### src/rtl/sprite_unit.sv
// Single-sprite pixel source: bounding-box hit test, bitmap ROM fetch and opaque-pixel output.
// Optional horizontal mirroring is compiled in with `define SPRITE_MIRROR_EN.
module sprite_unit #(
  parameter int CORDW  = 16,
  parameter int WIDTH  = 16,
  parameter int HEIGHT = 16,
  parameter int AW     = $clog2(WIDTH*HEIGHT),
  parameter logic signed [CORDW-1:0] INIT_X = '0,
  parameter logic signed [CORDW-1:0] INIT_Y = '0
) (
  input  logic                    clk,
  input  logic                    rst_n,
  input  logic                    enb,
  input  logic signed [CORDW-1:0] pixel,
  input  logic signed [CORDW-1:0] line,
  input  logic                    pixel_0_line_0,
  input  logic signed [CORDW-1:0] pos_x,
  input  logic signed [CORDW-1:0] pos_y,
  input  logic                    vis_in,
`ifdef SPRITE_MIRROR_EN
  input  logic                    mirror_in,
`endif
  input  logic                    pos_valid,
  output logic                    pos_ready,
  output logic [AW-1:0]           rom_addr,
  input  logic [7:0]              rom_q,
  output logic                    rden_out,
  output logic [7:0]              sprite_data
);

  // Handshake: an update transfers on a cycle with pos_valid & pos_ready; pos_ready stays low
  // while a shadow update waits for the next enabled frame-start cycle.
  typedef enum logic {IDLE, PEND} state_t;

  localparam logic signed [CORDW:0] W_S = (CORDW+1)'(WIDTH);
  localparam logic signed [CORDW:0] H_S = (CORDW+1)'(HEIGHT);

  state_t                  state_q, state_d;
  logic                    pos_ready_q, pos_ready_d;
  logic signed [CORDW-1:0] cur_x_q, cur_x_d, cur_y_q, cur_y_d;
  logic signed [CORDW-1:0] nxt_x_q, nxt_x_d, nxt_y_q, nxt_y_d;
  logic                    cur_vis_q, cur_vis_d, nxt_vis_q, nxt_vis_d;
  logic                    mirror;
`ifdef SPRITE_MIRROR_EN
  logic                    cur_mir_q, cur_mir_d, nxt_mir_q, nxt_mir_d;
`endif

  logic [AW-1:0]           rom_addr_q, rom_addr_d;
  logic                    hit1_q, hit1_d, hit2_q, hit2_d;
  logic                    rden_q, rden_d;
  logic [7:0]              data_q, data_d;

  logic signed [CORDW:0]   dx, dy;
  logic [CORDW-1:0]        dx_u, dy_u, col;
  logic                    hit;

  // Update handshake and frame-start commit
  always_comb begin
    state_d     = state_q;
    pos_ready_d = pos_ready_q;
    cur_x_d     = cur_x_q;
    cur_y_d     = cur_y_q;
    cur_vis_d   = cur_vis_q;
    nxt_x_d     = nxt_x_q;
    nxt_y_d     = nxt_y_q;
    nxt_vis_d   = nxt_vis_q;
`ifdef SPRITE_MIRROR_EN
    cur_mir_d   = cur_mir_q;
    nxt_mir_d   = nxt_mir_q;
`endif
    case (state_q)
      IDLE: begin
        if (pos_valid) begin
          nxt_x_d     = pos_x;
          nxt_y_d     = pos_y;
          nxt_vis_d   = vis_in;
`ifdef SPRITE_MIRROR_EN
          nxt_mir_d   = mirror_in;
`endif
          state_d     = PEND;
          pos_ready_d = 1'b0;
        end
      end
      PEND: begin
        if (enb && pixel_0_line_0) begin
          cur_x_d     = nxt_x_q;
          cur_y_d     = nxt_y_q;
          cur_vis_d   = nxt_vis_q;
`ifdef SPRITE_MIRROR_EN
          cur_mir_d   = nxt_mir_q;
`endif
          state_d     = IDLE;
          pos_ready_d = 1'b1;
        end
      end
      default: begin
        state_d     = IDLE;
        pos_ready_d = 1'b1;
      end
    endcase
  end

`ifdef SPRITE_MIRROR_EN
  assign mirror = cur_mir_q;
`else
  assign mirror = 1'b0;
`endif

  // Stage 1: offsets carry one extra bit so off-screen positions never wrap into the box
  always_comb begin
    dx   = $signed({pixel[CORDW-1], pixel}) - $signed({cur_x_q[CORDW-1], cur_x_q});
    dy   = $signed({line[CORDW-1], line}) - $signed({cur_y_q[CORDW-1], cur_y_q});
    hit  = cur_vis_q && !dx[CORDW] && (dx < W_S) && !dy[CORDW] && (dy < H_S);
    dx_u = dx[CORDW-1:0];
    dy_u = dy[CORDW-1:0];
    col  = mirror ? (CORDW'(WIDTH - 1) - dx_u) : dx_u;
  end

  // Pipeline advances only on pixel-clock enables
  always_comb begin
    rom_addr_d = rom_addr_q;
    hit1_d     = hit1_q;
    hit2_d     = hit2_q;
    rden_d     = rden_q;
    data_d     = data_q;
    if (enb) begin
      hit1_d = hit;
      if (hit) rom_addr_d = AW'(32'(dy_u) * 32'(WIDTH) + 32'(col));
      hit2_d = hit1_q;
      // rom_q now holds the word for the address registered alongside hit1
      rden_d = hit2_q && (rom_q != 8'd0);
      data_d = rden_d ? rom_q : 8'd0;
    end
  end

  always_ff @(posedge clk or negedge rst_n) begin
    if (!rst_n) begin
      state_q     <= IDLE;
      pos_ready_q <= 1'b1;
      cur_x_q     <= INIT_X;
      cur_y_q     <= INIT_Y;
      cur_vis_q   <= 1'b1;
      nxt_x_q     <= INIT_X;
      nxt_y_q     <= INIT_Y;
      nxt_vis_q   <= 1'b1;
`ifdef SPRITE_MIRROR_EN
      cur_mir_q   <= 1'b0;
      nxt_mir_q   <= 1'b0;
`endif
      rom_addr_q  <= '0;
      hit1_q      <= 1'b0;
      hit2_q      <= 1'b0;
      rden_q      <= 1'b0;
      data_q      <= 8'd0;
    end else begin
      state_q     <= state_d;
      pos_ready_q <= pos_ready_d;
      cur_x_q     <= cur_x_d;
      cur_y_q     <= cur_y_d;
      cur_vis_q   <= cur_vis_d;
      nxt_x_q     <= nxt_x_d;
      nxt_y_q     <= nxt_y_d;
      nxt_vis_q   <= nxt_vis_d;
`ifdef SPRITE_MIRROR_EN
      cur_mir_q   <= cur_mir_d;
      nxt_mir_q   <= nxt_mir_d;
`endif
      rom_addr_q  <= rom_addr_d;
      hit1_q      <= hit1_d;
      hit2_q      <= hit2_d;
      rden_q      <= rden_d;
      data_q      <= data_d;
    end
  end

  assign pos_ready   = pos_ready_q;
  assign rom_addr    = rom_addr_q;
  assign rden_out    = rden_q;
  assign sprite_data = data_q;

endmodule
### config.mk
export PLATFORM = sky130hd
export DESIGN_NAME = sprite_unit
export DESIGN_NICKNAME = d
export VERILOG_FILES = /design/src/rtl/sprite_unit.sv
export SDC_FILE = /design/constraint.sdc
export NUM_CORES = 1
export LEC_CHECK = 0
export CAP_MARGIN = 20
export CORE_MARGIN = 2
export CORE_UTILIZATION = 35
export CTS_CLUSTER_SIZE = 12
export DETAILED_ROUTE_END_ITERATION = 10
export DONT_BUFFER_PORTS = 1
export GPL_ROUTABILITY_DRIVEN = 0
export MAX_ROUTING_LAYER = met4
export PLACE_DENSITY = 0.58
export SLEW_MARGIN = 20
export SYNTH_ARGS = -nofsm -noshare
export SYNTH_HDL_FRONTEND = slang
export SYNTH_SLANG_ARGS = --single-unit
### constraint.sdc
create_clock -name clk -period 10.1 [get_ports clk]
set_input_delay 0.505 -clock clk [delete_from_list [all_inputs] [get_ports clk]]
set_output_delay 0.505 -clock clk [all_outputs]
set_load 0.01 [all_outputs]
==> impl_metrics.env, run 1 <==
export IMPL_yosys_area_top_type="dfrtp_1"
export IMPL_required_ns=10.33
export IMPL_min_path_type="primary input to asynchronous set/reset pin"
export IMPL_critPathArrivalTime_ns=4.06
export IMPL_min_period_ns=3.838
export IMPL_finalHoldViolCount=0
export IMPL_cp_max_fo=9
export IMPL_grt_max_degree=87
export IMPL_slowest_stage="nor4_4"
export IMPL_synth_edf_count=0
export IMPL_syn_area_per_cell_um2=10.71
export IMPL_portBuffers=0
export IMPL_ys_seq_area_share_pct=42.62
export IMPL_synthTopCellsByCount="dfrtp_1 (84), mux2_2 (73), inv_1 (55)"
export IMPL_setup_viol=0
export IMPL_synth_fa_ha_area_share_pct=9.731
export IMPL_cp_start_kind="flip-flop"
export IMPL_synth_compound_area_share_pct=13.13
export IMPL_skew_ns=0.01191
export IMPL_wl_um=11800
export IMPL_yosys_area_share_simple_pct=10.07
export IMPL_cts_tree="built"
export IMPL_drtAntennaViolNets=0
export IMPL_power_leakage_nw=2.543
export IMPL_critPathMaxStageDelay_ns=0.52
export IMPL_synth_nets=594
export IMPL_drtIter0Drc=160
export IMPL_synth_cells=478
export IMPL_max_slew_margin_pct=36.40
export IMPL_area_growth_synth_to_final_pct=11.27
export IMPL_synth_top_family_by_area="multiplexers"
export IMPL_dp_hpwl_um=8774
export IMPL_drcViolationCount=0
export IMPL_rsz0062_at_grt="no"
export IMPL_ios=96
export IMPL_grt_pass1_wl_um=19390
export IMPL_synth_cell_types=59
export IMPL_path_cells="inv_1 -> ha_1 -> a21o_1 -> a31o_1 -> a2111o_1 -> o31ai_2 -> o22ai_1 -> or4_1 -> a32o_1 -> nor4_4 -> mux2_2"
export IMPL_synthFlopType="dfrtp_1"
export IMPL_synth_seq_cells=87
export IMPL_p_per_area_nw_per_um2=280.2
export IMPL_met3WireLength_um=614
export IMPL_path_clk_slew_ns=0.07
export IMPL_num_rows=44
export IMPL_core_area_um2=14420
export IMPL_async_flop_share_pct=100.0
export IMPL_grt_usage_pct=16.23
export IMPL_yosysTopAreaCellShare_pct=41.08
export IMPL_drt_met1_wl_um=5107
export IMPL_critical_path_top_delay_family="compound AO/OA/AOI/OAI gates"
export IMPL_cap_violations=0
export IMPL_vias_per_cell=5.365
export IMPL_tightest_slew_ns=0.9530
export IMPL_numCtsBuffers=9
export IMPL_yosysMostFrequentCell="dfrtp_1"
export IMPL_die_width_um=124.9
export IMPL_ys_warn_count=0
export IMPL_pre_cts_slack_ns=6.107
export IMPL_grt_overflow=0
export IMPL_cts_max_level=3
export IMPL_cts_path_max_buffers=2
export IMPL_grt_pass1_vias=3789
export IMPL_fmax_mhz=260.5
export IMPL_vias=3589
export IMPL_ir_drop_uv=83.47
export IMPL_antenna_found_initial=1
export IMPL_post_cts_resized=0
export IMPL_top_layer="met4"
export IMPL_routedWlPerCell_um=17.63
export IMPL_clock_sinks=87
export IMPL_die_y_um=124.9
export IMPL_final_max_slew_viol_count=0
export IMPL_cts_root_buf="clkbuf_16"
export IMPL_outcome="finished, final reports clean"
export IMPL_ys_top_cells_by_area="dfrtp_1 (41%), mux2_2 (16%), ha_1 (8.6%)"
export IMPL_met2_length_um=5910
export IMPL_synth_area_mux_share_pct=16.65
export IMPL_nets=594
export IMPL_design_die_area_um2=15610
export IMPL_start_util_pct=35.48
export IMPL_layout_setup_ws_ns=6.262
export IMPL_firstDrtPassIters=4
export IMPL_path_class="flip-flop to flip-flop"
export IMPL_synth_xor_area_share_pct=2.738
export IMPL_drive_above_1_share_pct=21.33
export IMPL_clk_latency_ns=0.35
export IMPL_critPathBufInv=1
export IMPL_timing_setup_tns_ns=0
export IMPL_layout_worst_path_cycle_share_pct=38.00
export IMPL_endpoint_kind="flip-flop"
export IMPL_netlist_area_um2=5117
stage by stage:
step                total power [mW]  hold slack [ns]  utilization (%)  cell area (µm²)  instances
floorplan                      1.073           0.2094                -             5117        478
global placement               1.207           0.2120            36.80             5308        648
detailed placement             1.226           0.2112            36.80             5308        648
CTS                            1.609          0.07130            39.30             5669        666
global route                   1.730          0.08692            39.46             5692        668
finish                         1.596          0.04866            39.48             5694        669
power breakdown:
group / leakage (nW) / internal [mW] / switching, mW
clock: 0.157 / 0.225 / 0.140
sequential: 1.05 / 0.444 / 0.0480
combinational: 1.34 / 0.342 / 0.396
total: 2.54 / 1.01 / 0.584
cells in the final DEF, fill, tap and decap left out, drive strengths merged, types with 2 or more instances in the layout:
cell,instances
or2,2
a211oi,2
mux2,73
a221oi,2
o211ai,8
nand3,17
nor3b,4
xor2,5
a32o,2
bufinv,2
dfstp,3
nor3,7
nand2b,8
o21ai,20
dfrtp,84
mux2i,3
a2111o,2
diode,2
nor4,7
nor2,17
a21oi,19
nand3b,2
ha,35
o22ai,2
o2111ai,5
clkbuf,12
a21o,12
xnor2,11
a31o,2
inv,56
fa,3
nand2,17
a211o,2
o21a,3
a31oi,4
buf,2
nand4,3
nor2b,3
sequential cells by signal, summed over array words and instances, names as in the netlist:
signal / cells
cur_vis_q: 1
cur_x_q: 16
cur_y_q: 16
hit1_q: 1
hit2_q: 1
nxt_vis_q: 1
nxt_x_q: 16
nxt_y_q: 16
pos_ready: 1
rden_out: 1
rom_addr: 8
sprite_data: 8
state_q: 1
timing repair:
| item | 4_1_cts | 5_1_grt |
|---|---|---|
| setup buffers | 0 | 0 |
| hold endpoints to repair | 86 | 0 |
| hold buffers | 2 | 0 |
per-layer routing:
layer,global-route usage [%],vias to the layer above
met5,-,-
li1,-,1724
met2,26.23,73
met3,4.467,12
met4,6.144,0
met1,19.44,1780
worst paths after layout:
path                             start             end  slack (ns)  depth (start not counted)
setup reg to reg            cur_y_q[7]     rom_addr[2]        6.26                         11
max in group asynchronous        rst_n       pos_ready        9.39                          1
setup / recovery            cur_y_q[7]     rom_addr[2]        6.26                         11
hold reg to reg            nxt_y_q[12]     cur_y_q[12]        0.50                          1
hold / removal                   rst_n      nxt_y_q[5]        0.05                          1
min in group clk                   enb  sprite_data[6]        0.27                          1
layout make-up:
| cell class | count | area [µm²] |
|---|---|---|
| Antenna cell | 2 | 5.005 |
| Clock buffer | 12 | 246.5 |
| Clock inverter | 4 | 77.57 |
| Fill cell | 1373 | 8730 |
| Inverter | 55 | 206.4 |
| Multi-Input combinational cell | 322 | 2690 |
| Sequential cell | 87 | 2181 |
| Tap cell | 184 | 230.2 |
| Timing Repair Buffer | 3 | 57.56 |
cell families after synthesis:
logic type / Yosys count
compound gates: 97
buf+inv: 69
xor+xnor: 16
fa+ha+maj: 38
simple gates: 95
flops: 87
mux: 76
worst reg2reg max path: cells and delay by family, from the launching register on:
kind | cells | cell delay (ns)
AO/OA/AOI/OAI | 6 | 1.63
AND/OR/NAND/NOR | 2 | 0.94
multiplexers | 1 | 0.41
adder cells (fa/ha/maj) | 1 | 0.36
flip-flops | 1 | 0.34
buffers and inverters | 1 | 0.04
Power figures use the tool's default switching activity.
==> inputs of run 2 (changes only) <==
--- a/config.mk
+++ b/config.mk
@@ -13,7 +13,7 @@
 export DONT_BUFFER_PORTS = 1
 export GPL_ROUTABILITY_DRIVEN = 0
 export MAX_ROUTING_LAYER = met4
-export PLACE_DENSITY = 0.58
+export PLACE_DENSITY = 0.6
 export SLEW_MARGIN = 20
 export SYNTH_ARGS = -nofsm -noshare
 export SYNTH_HDL_FRONTEND = slang
==> constraint.sdc (replaced) <==
create_clock -name clk -period 3.5 [get_ports clk]
set_input_delay 0.175 -clock clk [delete_from_list [all_inputs] [get_ports clk]]
set_output_delay 0.175 -clock clk [all_outputs]
set_load 0.01 [all_outputs]
==> impl_metrics.env, run 2 (synthesis results as in run 1) <==
export IMPL_fmax_mhz=296.7
export IMPL_wl_um=11840
export IMPL_setup_viol=0
export IMPL_final_max_slew_viol_count=0
export IMPL_vias_per_cell=5.211
export IMPL_min_period_ns=3.370
export IMPL_final_cell_count_no_fill=719
export IMPL_slowest_stage="or4_1"
export IMPL_num_rows=44
export IMPL_placed_cells=655
export IMPL_r2r_start="cur_y_q[7]"
export IMPL_core_area_um2=14420
export IMPL_critPathArrivalTime_ns=3.59
export IMPL_path_cells="inv_1 -> ha_1 -> buf_4 -> a31o_1 -> a2111o_1 -> o31ai_4 -> o22ai_2 -> or4_1 -> a32o_2 -> nor4_4 -> buf_6 -> mux2_2"
export IMPL_mostFrequentLayoutCell="dfrtp_1"
export IMPL_cts_max_level=3
export IMPL_cp_startpoint="cur_y_q[7]"
export IMPL_cp_max_fo=8
export IMPL_grt_pass1_wl_um=19160
export IMPL_min_path_type="primary input to flip-flop"
export IMPL_grt_usage_pct=15.90
export IMPL_grt_overflow=0
export IMPL_grt_pass1_vias=3801
export IMPL_dp_hpwl_um=8753
export IMPL_firstDrtPassIters=4
export IMPL_antenna_found_initial=0
export IMPL_critPathMaxStageDelay_ns=0.42
export IMPL_layout_worst_path_cycle_share_pct=96.30
export IMPL_p_per_area_nw_per_um2=745.2
export IMPL_nets=646
export IMPL_cts_tree="built"
export IMPL_start_util_pct=35.48
export IMPL_path_class="flip-flop to flip-flop"
export IMPL_skew_ns=0.01160
export IMPL_required_ns=3.72
export IMPL_power_leakage_nw=2.744
export IMPL_ir_drop_uv=262.8
export IMPL_die_width_um=124.9
export IMPL_hold_slack_ns=0.01757
export IMPL_drtAntennaViolNets=0
export IMPL_critical_path_top_delay_family="compound AO/OA/AOI/OAI gates"
export IMPL_drtIter0Drc=115
export IMPL_cap_violations=0
export IMPL_drcViolationCount=0
export IMPL_max_slew_margin_pct=31.14
export IMPL_drive_above_1_share_pct=23.36
export IMPL_finalHoldViolCount=0
export IMPL_cts_root_buf="clkbuf_16"
export IMPL_layout_setup_ws_ns=0.1296
export IMPL_tightest_slew_ns=1.031
export IMPL_critPathBufInv=3
export IMPL_grt_max_degree=88
export IMPL_ios=96
export IMPL_outcome="finished, final reports clean"
export IMPL_worstHoldStart="rom_q[3]"
export IMPL_area_growth_synth_to_final_pct=20.81
export IMPL_fill_cells=1400
export IMPL_clk_latency_ns=0.34
export IMPL_diodes=0
export IMPL_path_clk_slew_ns=0.06
export IMPL_fin_total_pwr_mw=4.607
export IMPL_design_die_area_um2=15610
export IMPL_endpoint_kind="flip-flop"
export IMPL_die_y_um=124.9
export IMPL_vias=3747
export IMPL_cts_path_max_buffers=2
export IMPL_final_util_pct=42.86
export IMPL_cp_start_kind="flip-flop"
export IMPL_numCtsBuffers=9
export IMPL_portBuffers=0
export IMPL_layout_common_cells="dfrtp_1 (84), mux2_2 (73), inv_1 (55)"
export IMPL_rrSetupSlack_ns=0.13
export IMPL_pre_cts_slack_ns=-0.05446
export IMPL_clock_sinks=87
export IMPL_routedWlPerCell_um=16.46
==> run 2: cell count changes in the layout (fill, tap and decap cells not counted), moves of 2 or more <==
| cell | previous run | this run |
|---|---|---|
| a211oi_1 | 2 | 0 |
| a211oi_2 | 0 | 2 |
| a31oi_1 | 4 | 2 |
| a31oi_2 | 0 | 2 |
| buf_4 | 0 | 10 |
| bufinv_16 | 2 | 0 |
| clkinvlp_4 | 0 | 2 |
| diode_2 | 2 | 0 |
| dlygate4sd3_1 | 1 | 43 |
==> run 2: worst paths after layout <==
path	endpoint	cells after the start
max	rom_addr[7]	12
min	sprite_data[3]	2
max reg2reg	rom_addr[7]	12
min reg2reg	hit1_q	1
max in group asynchronous	pos_ready	2
min in group asynchronous	nxt_y_q[5]	2
==> run 2: cell type report <==
cell class	instances	area (µm²)	area share (%)
clock inverter	6	46.29	0.7488
inverter	55	206.4	3.339
multi-input combinational	322	2745	44.40
sequential	87	2181	35.28
clock buffer	10	229.0	3.704
tap	184	230.2	3.724
timing repair buffer	55	544.3	8.804
==> run 2: routing by layer <==
metal / track usage [%] / routed length (µm)
met4: 7.386 / 410
met2: 24.69 / 5579
met3: 4.167 / 616
met5: - / 0
met1: 19.45 / 5229
==> run 2: timing repair <==
item                                    in CTS  in global routing
gates resized for setup                      1                 13
hold buffers                                44                  0
endpoints found under the hold margin      132                  0
pin swaps                                    1                  7
cloned                                       0                  0
endpoints found under the setup margin       6                  8
setup buffers                                0                  4
==> run 2: report_power, final <==
part	total (mW)	switching, mW	internal, mW
sequential	1.42	0.140	1.28
clock	0.896	0.411	0.485
combinational	2.29	1.21	1.08
total	4.61	1.76	2.85
==> run 2: metrics by stage <==
step	setup TNS (ns)	cell area (µm²)
floorplan	0	5117
global placement	0	5355
detailed placement	-0.2820	5355
CTS	0	6095
global route	-0.004147	6182
finish	0	6182
==> run 2: worst register-to-register path: stages, from the launching register on <==
cell	delay (ns)
dfrtp_1	0.34
inv_1	0.04
ha_1	0.28
buf_4	0.16
a31o_1	0.24
a2111o_1	0.41
o31ai_4	0.31
o22ai_2	0.11
or4_1	0.42
a32o_2	0.30
nor4_4	0.15
buf_6	0.17
mux2_2	0.34
